--- config.mk ---
export PLATFORM = sky130hd
export DESIGN_NAME = tcp_vlg_tx_arb
export DESIGN_NICKNAME = d
export VERILOG_FILES = /design/src/rtl/tcp_vlg_tx_arb.sv
export SDC_FILE = /design/constraint.sdc
export NUM_CORES = 1
export LEC_CHECK = 0
export CAP_MARGIN = 20
export CORE_AREA = 2 2 147 149
export DETAILED_ROUTE_END_ITERATION = 8
export DIE_AREA = 0 0 149 151
export PLACE_DENSITY_LB_ADDON = 0.12
export REMOVE_ABC_BUFFERS = 1
export SLEW_MARGIN = 20
export SYNTH_ARGS = -nofsm -noshare
export SYNTH_HDL_FRONTEND = slang
export SYNTH_SLANG_ARGS = --single-unit
--- constraint.sdc ---
create_clock -name clk -period 13.95 [get_ports clk]
set_input_delay 2.0925 -clock clk [delete_from_list [all_inputs] [get_ports clk]]
set_output_delay 2.0925 -clock clk [all_outputs]
set_load 0.02 [all_outputs]
--- src/rtl/tcp_vlg_tx_arb.sv ---
// Arbitrates tcp_vlg_tx between control segments (tcp_server) and data segments
// (tcp_vlg_tx_queue): latches the winner's header, issues tx_req, reports done/timeout.
module tcp_vlg_tx_arb #(
  parameter int CTL_BURST  = 4,
  parameter int TX_TIMEOUT = 2000
) (
  input  logic        clk,
  input  logic        rst,
  input  logic        ctl_req,
  input  logic        dat_req,
  input  logic [31:0] ctl_seq,
  input  logic [31:0] ctl_ack,
  input  logic [31:0] dat_seq,
  input  logic [31:0] dat_ack,
  input  logic [8:0]  ctl_flags,
  input  logic [8:0]  dat_flags,
  input  logic [15:0] ctl_len,
  input  logic [15:0] dat_len,
  input  logic [31:0] ctl_cs,
  input  logic [31:0] dat_cs,
  output logic        ctl_done,
  output logic        dat_done,
  output logic        ctl_err,
  output logic        dat_err,
  output logic        tx_req,
  output logic [31:0] tx_seq,
  output logic [31:0] tx_ack,
  output logic [8:0]  tx_flags,
  output logic [15:0] tx_len,
  output logic [31:0] tx_cs,
  output logic        tx_sel,
  input  logic        tx_busy,
  input  logic        tx_done
);

  localparam int BURST_W = (CTL_BURST < 1) ? 1 : $clog2(CTL_BURST + 1);
  localparam int TIMER_W = (TX_TIMEOUT < 2) ? 1 : $clog2(TX_TIMEOUT + 1);
  localparam logic [BURST_W-1:0] BURST_MAX = BURST_W'(CTL_BURST);
  localparam logic [TIMER_W-1:0] TMO_LAST  = TIMER_W'((TX_TIMEOUT < 1) ? 0 : TX_TIMEOUT - 1);

  typedef enum logic [1:0] {
    S_IDLE,
    S_SEND,
    S_WAIT
  } state_t;

  state_t               r_state;
  state_t               w_state_nxt;
  logic [BURST_W-1:0]   r_burst;
  logic [TIMER_W-1:0]   r_timer;
  logic                 r_tx_req;
  logic                 r_tx_sel;
  logic [31:0]          r_tx_seq;
  logic [31:0]          r_tx_ack;
  logic [8:0]           r_tx_flags;
  logic [15:0]          r_tx_len;
  logic [31:0]          r_tx_cs;
  logic                 r_ctl_done;
  logic                 r_dat_done;
  logic                 r_ctl_err;
  logic                 r_dat_err;

  logic                 w_grant;
  logic                 w_dat_win;
  logic                 w_done_evt;
  logic                 w_tmo_evt;
  logic                 w_unused;

  // Control length/checksum are defined as zero and tx_busy is status only.
  assign w_unused = ^{tx_busy, ctl_len, ctl_cs};

  always_comb begin
    w_state_nxt = r_state;
    w_grant     = 1'b0;
    w_dat_win   = 1'b0;
    w_done_evt  = 1'b0;
    w_tmo_evt   = 1'b0;
    case (r_state)
      S_IDLE: begin
        w_dat_win = dat_req && (!ctl_req || (r_burst == BURST_MAX));
        if (ctl_req || dat_req) begin
          w_grant     = 1'b1;
          w_state_nxt = S_SEND;
        end
      end
      S_SEND: begin
        w_state_nxt = S_WAIT;
      end
      S_WAIT: begin
        // A completion arriving on the expiry cycle still counts as done.
        if (tx_done) begin
          w_done_evt  = 1'b1;
          w_state_nxt = S_IDLE;
        end else if (r_timer >= TMO_LAST) begin
          w_tmo_evt   = 1'b1;
          w_state_nxt = S_IDLE;
        end
      end
      default: begin
        w_state_nxt = S_IDLE;
      end
    endcase
  end

  always_ff @(posedge clk or posedge rst) begin
    if (rst) begin
      r_state <= S_IDLE;
    end else begin
      r_state <= w_state_nxt;
    end
  end

  // Consecutive control grants made while data waits; data wins once saturated.
  always_ff @(posedge clk or posedge rst) begin
    if (rst) begin
      r_burst <= '0;
    end else if (w_grant) begin
      if (w_dat_win || !dat_req) begin
        r_burst <= '0;
      end else if (r_burst != BURST_MAX) begin
        r_burst <= r_burst + BURST_W'(1);
      end
    end else if ((r_state == S_IDLE) && !dat_req) begin
      r_burst <= '0;
    end
  end

  always_ff @(posedge clk or posedge rst) begin
    if (rst) begin
      r_timer <= '0;
    end else if (r_state == S_IDLE) begin
      r_timer <= '0;
    end else begin
      r_timer <= r_timer + TIMER_W'(1);
    end
  end

  always_ff @(posedge clk or posedge rst) begin
    if (rst) begin
      r_tx_req   <= 1'b0;
      r_tx_sel   <= 1'b0;
      r_tx_seq   <= '0;
      r_tx_ack   <= '0;
      r_tx_flags <= '0;
      r_tx_len   <= '0;
      r_tx_cs    <= '0;
    end else begin
      r_tx_req <= w_grant;
      if (w_grant) begin
        r_tx_sel <= w_dat_win;
        if (w_dat_win) begin
          r_tx_seq   <= dat_seq;
          r_tx_ack   <= dat_ack;
          r_tx_flags <= dat_flags;
          r_tx_len   <= dat_len;
          r_tx_cs    <= dat_cs;
        end else begin
          r_tx_seq   <= ctl_seq;
          r_tx_ack   <= ctl_ack;
          r_tx_flags <= ctl_flags;
          r_tx_len   <= '0;
          r_tx_cs    <= '0;
        end
      end
    end
  end

  // Completion pulses go to whichever requester owns the latched header.
  always_ff @(posedge clk or posedge rst) begin
    if (rst) begin
      r_ctl_done <= 1'b0;
      r_dat_done <= 1'b0;
      r_ctl_err  <= 1'b0;
      r_dat_err  <= 1'b0;
    end else begin
      r_ctl_done <= w_done_evt && !r_tx_sel;
      r_dat_done <= w_done_evt &&  r_tx_sel;
      r_ctl_err  <= w_tmo_evt  && !r_tx_sel;
      r_dat_err  <= w_tmo_evt  &&  r_tx_sel;
    end
  end

  assign tx_req   = r_tx_req;
  assign tx_sel   = r_tx_sel;
  assign tx_seq   = r_tx_seq;
  assign tx_ack   = r_tx_ack;
  assign tx_flags = r_tx_flags;
  assign tx_len   = r_tx_len;
  assign tx_cs    = r_tx_cs;
  assign ctl_done = r_ctl_done;
  assign dat_done = r_dat_done;
  assign ctl_err  = r_ctl_err;
  assign dat_err  = r_dat_err;

endmodule

==> results.md <==
- Slowest cell on the critical path: clkdlybuf4s50_1
- Pwr/cell area: ~220 nW/um^2
- Hold slack: around 0.50 ns
- Core area: 20800 sq um
- Postcts setup bufs: 0
- Startpoint types: input pin
- Final setup violating endpoints: 0
- Cell Count, Final, Fillers Out: 1055
- Vias/cell: 5.07
- Crit path DAT: 4.57 ns
- Minimum clock period: 4.23 ns
- Final setup TNS: 0 ns
- Clk Latency, worst-skew pair: 0.42 ns
- WL final: 20900 microns
- Vias in the first global route: 5660
- H-tree level count: 4
- PortBufs: 325
- Clock buffer depth: 2
- EDFF count, synth: 0
- Crit Path Class: in -> reg
- RSZ-0062 raised after global routing: no
- Clock skew: 0.00860 ns
- Drc violations: 0
- DR iter-0 viols: 312
- Async SR Flop Fraction: 100%
- GR Util All Layers: a little under a fifth
- Synth unique cells: 40
- CP top delay family: buffers and inverters
- Hold Buf Count CTS: 0
- DIE HEIGHT: 151 microns
- Main synth FF type: dfrtp_1
- Antenna-violating nets left: 0
- Clock sink count: 143
- Setup ws final: 9.72 ns
- Drt first pass iters: 5
- Commonest non-fill, non-tap cell in the layout: clkdlybuf4s50_1
- Post-synthesis sequential area ratio: 58.7%
- Num CTS Buffers: 17
- Met3 WL: 1380 microns
- Routability congestion estimate: 0.789
- Clock Root Buffer: clkbuf_16
- Dpl cells: 1023
- Hpwl dp: between 10000 and 15000 microns
- Slew headroom: 37.4%
- CP cell instances: clkdlybuf4s50_1 -> a21boi_1 -> nand3b_1 -> buf_4 -> o221a_1
- Layout cell share with drive strength beyond 1: 6.29%
- Synth Register Bits: 143
- Max Freq: 0.237 GHz
- Max-cap violations: 0
- Starting Density: roughly 29%
- Average cell area after synthesis: around 13 sq um
- Most frequent cells in the layout: 325 x clkdlybuf4s50_1, 143 x dfrtp_1, 73 x o21bai_1
- Top Metal Used: met4
- Fillcell total: between 1500 and 2000
- Num ports: 375
- WL met2: just over 10000 microns
- Routed met1 length: 8570 microns
- First-pass GRT wire length: 32200 microns
- CP peak stage delay: 0.67 ns
- CTS clk-pin slew, worst paths: around 0.060 ns
- Layout area overhead: 66.7%
- Syn Inst Count: 459
- Post-cts resize count: 0
- Dpl ws: 9.31 ns
- Max VDD drop: 0.0873 mV
- Buf/Inv on CP: 2
- CTS tree: yes
- Worst hold path class: reg -> reg
- Fin nets: 1018
- Crit end category: flop
- Crit-path max FO: just over 70
- Initial antenna violation count: 0
- Warnings from Yosys: 0
- Grt ovf: 0
- Max-slew violation count: 0
- Mapped Area: a little over 6000 sq um
- Worst-margin pin slew: 0.940 ns
- Die Footprint: 22500 sq um
- Tcrit/Tclk final: 30.3%
- Final Hold Vio Count: 0
- Largest net degree at the start of global routing: 83
- Die width: around 150 microns
- Leak pwr: 4.09 nW
- Total number of vias: 5346
- Critical Path RT: 14.30 ns
- Status: complete, no violations
- Row cnt: 53
- Routed length per placed instance: 19.8 microns
final cells by class:
cell class	count	area [sq um]	area share [%]
antenna	1	2.50	0.0246
multi-input combinational	262	2260	22.3
tap	275	344	3.39
clock buffer	17	425	4.19
clock inverter	14	183	1.80
timing repair buffer	333	3320	32.7
inverter	10	42.5	0.419
sequential	143	3580	35.2
power breakdown:
part           switching, mW  internal, mW  total (mW)
registers              0.104         0.594       0.698
logic                  0.547         0.561        1.11
clock network          0.188         0.284       0.471
total                  0.839          1.44        2.28
Yosys cell counts (all sizes together), types with 3 or more instances:
cell type | n | area share [%]
a22o | 48 | 6.9
nand3 | 6 | 0.49
nand2 | 4 | 0.25
or4 | 4 | 0.49
nor2 | 7 | 0.43
ha | 3 | 0.62
buf | 21 | 2.5
clkbuf | 23 | 1.4
o221a | 73 | 13
o21ai | 6 | 0.49
inv | 10 | 0.62
o31ai | 4 | 0.49
o21bai | 73 | 9.0
a21oi | 7 | 0.58
dfrtp | 143 | 59
nand4 | 4 | 0.41
flip-flops by register name, indices dropped and copies added (netlist names):
signal,cells
dat_done,1
tx_cs,32
tx_sel,1
ctl_done,1
tx_req,1
dat_err,1
tx_len,16
tx_ack,32
tx_flags,9
r_timer,11
r_burst,3
ctl_err,1
r_state,2
tx_seq,32
metrics by stage:
step / area, sq um / total power, mW / utilization, %
after CTS: 10100 / 2.31 / 48.7
final: 10200 / 2.28 / 48.8
after global routing: 10200 / 2.41 / 48.8
after floorplan: 5850 / 1.26 / -
after detailed placement: 9540 / 1.81 / 45.8
after global placement: 9540 / 1.80 / 45.8
kinds of logic after synthesis:
kind of cell,after synthesis,synth area share (%)
muxes,1,0.164
and+or+nand+nor,38,3.78
buffers and inverters,54,4.56
DFF,143,58.7
adders and majority gates,3,0.616
AOI/OAI and AO/OA,217,31.7
xor gates and xnor gates,3,0.431
metal layers:
| metal | up-vias | track usage (%) |
|---|---|---|
| met2 | 199 | 30.4 |
| met3 | 32 | 5.36 |
| li1 | 2426 | - |
| met4 | 0 | 7.86 |
| met5 | - | 0 |
| met1 | 2689 | 23.1 |
final timing paths:
| kind | startpoint | endpoint | slack (ns) | cells past startpoint |
|---|---|---|---|---|
| worst max register to register | r_state[0] | tx_seq[3] | 11.26 | 5 |
| max in group asynchronous | rst | tx_cs[15] | 10.62 | 3 |
| worst min-delay path | tx_cs[4] | tx_cs[4] | 0.50 | 1 |
| worst max-delay path | ctl_req | tx_seq[3] | 9.72 | 5 |
| min in group asynchronous | rst | tx_ack[27] | 2.11 | 2 |
| worst min register to register | tx_cs[4] | tx_cs[4] | 0.50 | 1 |
worst register-to-register path: stages, from the launching register on:
cell and delay [ns]:
dfrtp_1 0.41, or2_2 0.13, buf_4 0.67, a311o_2 0.35, buf_4 0.63, o221a_1 0.42
(Power assumes the default switching activity.)
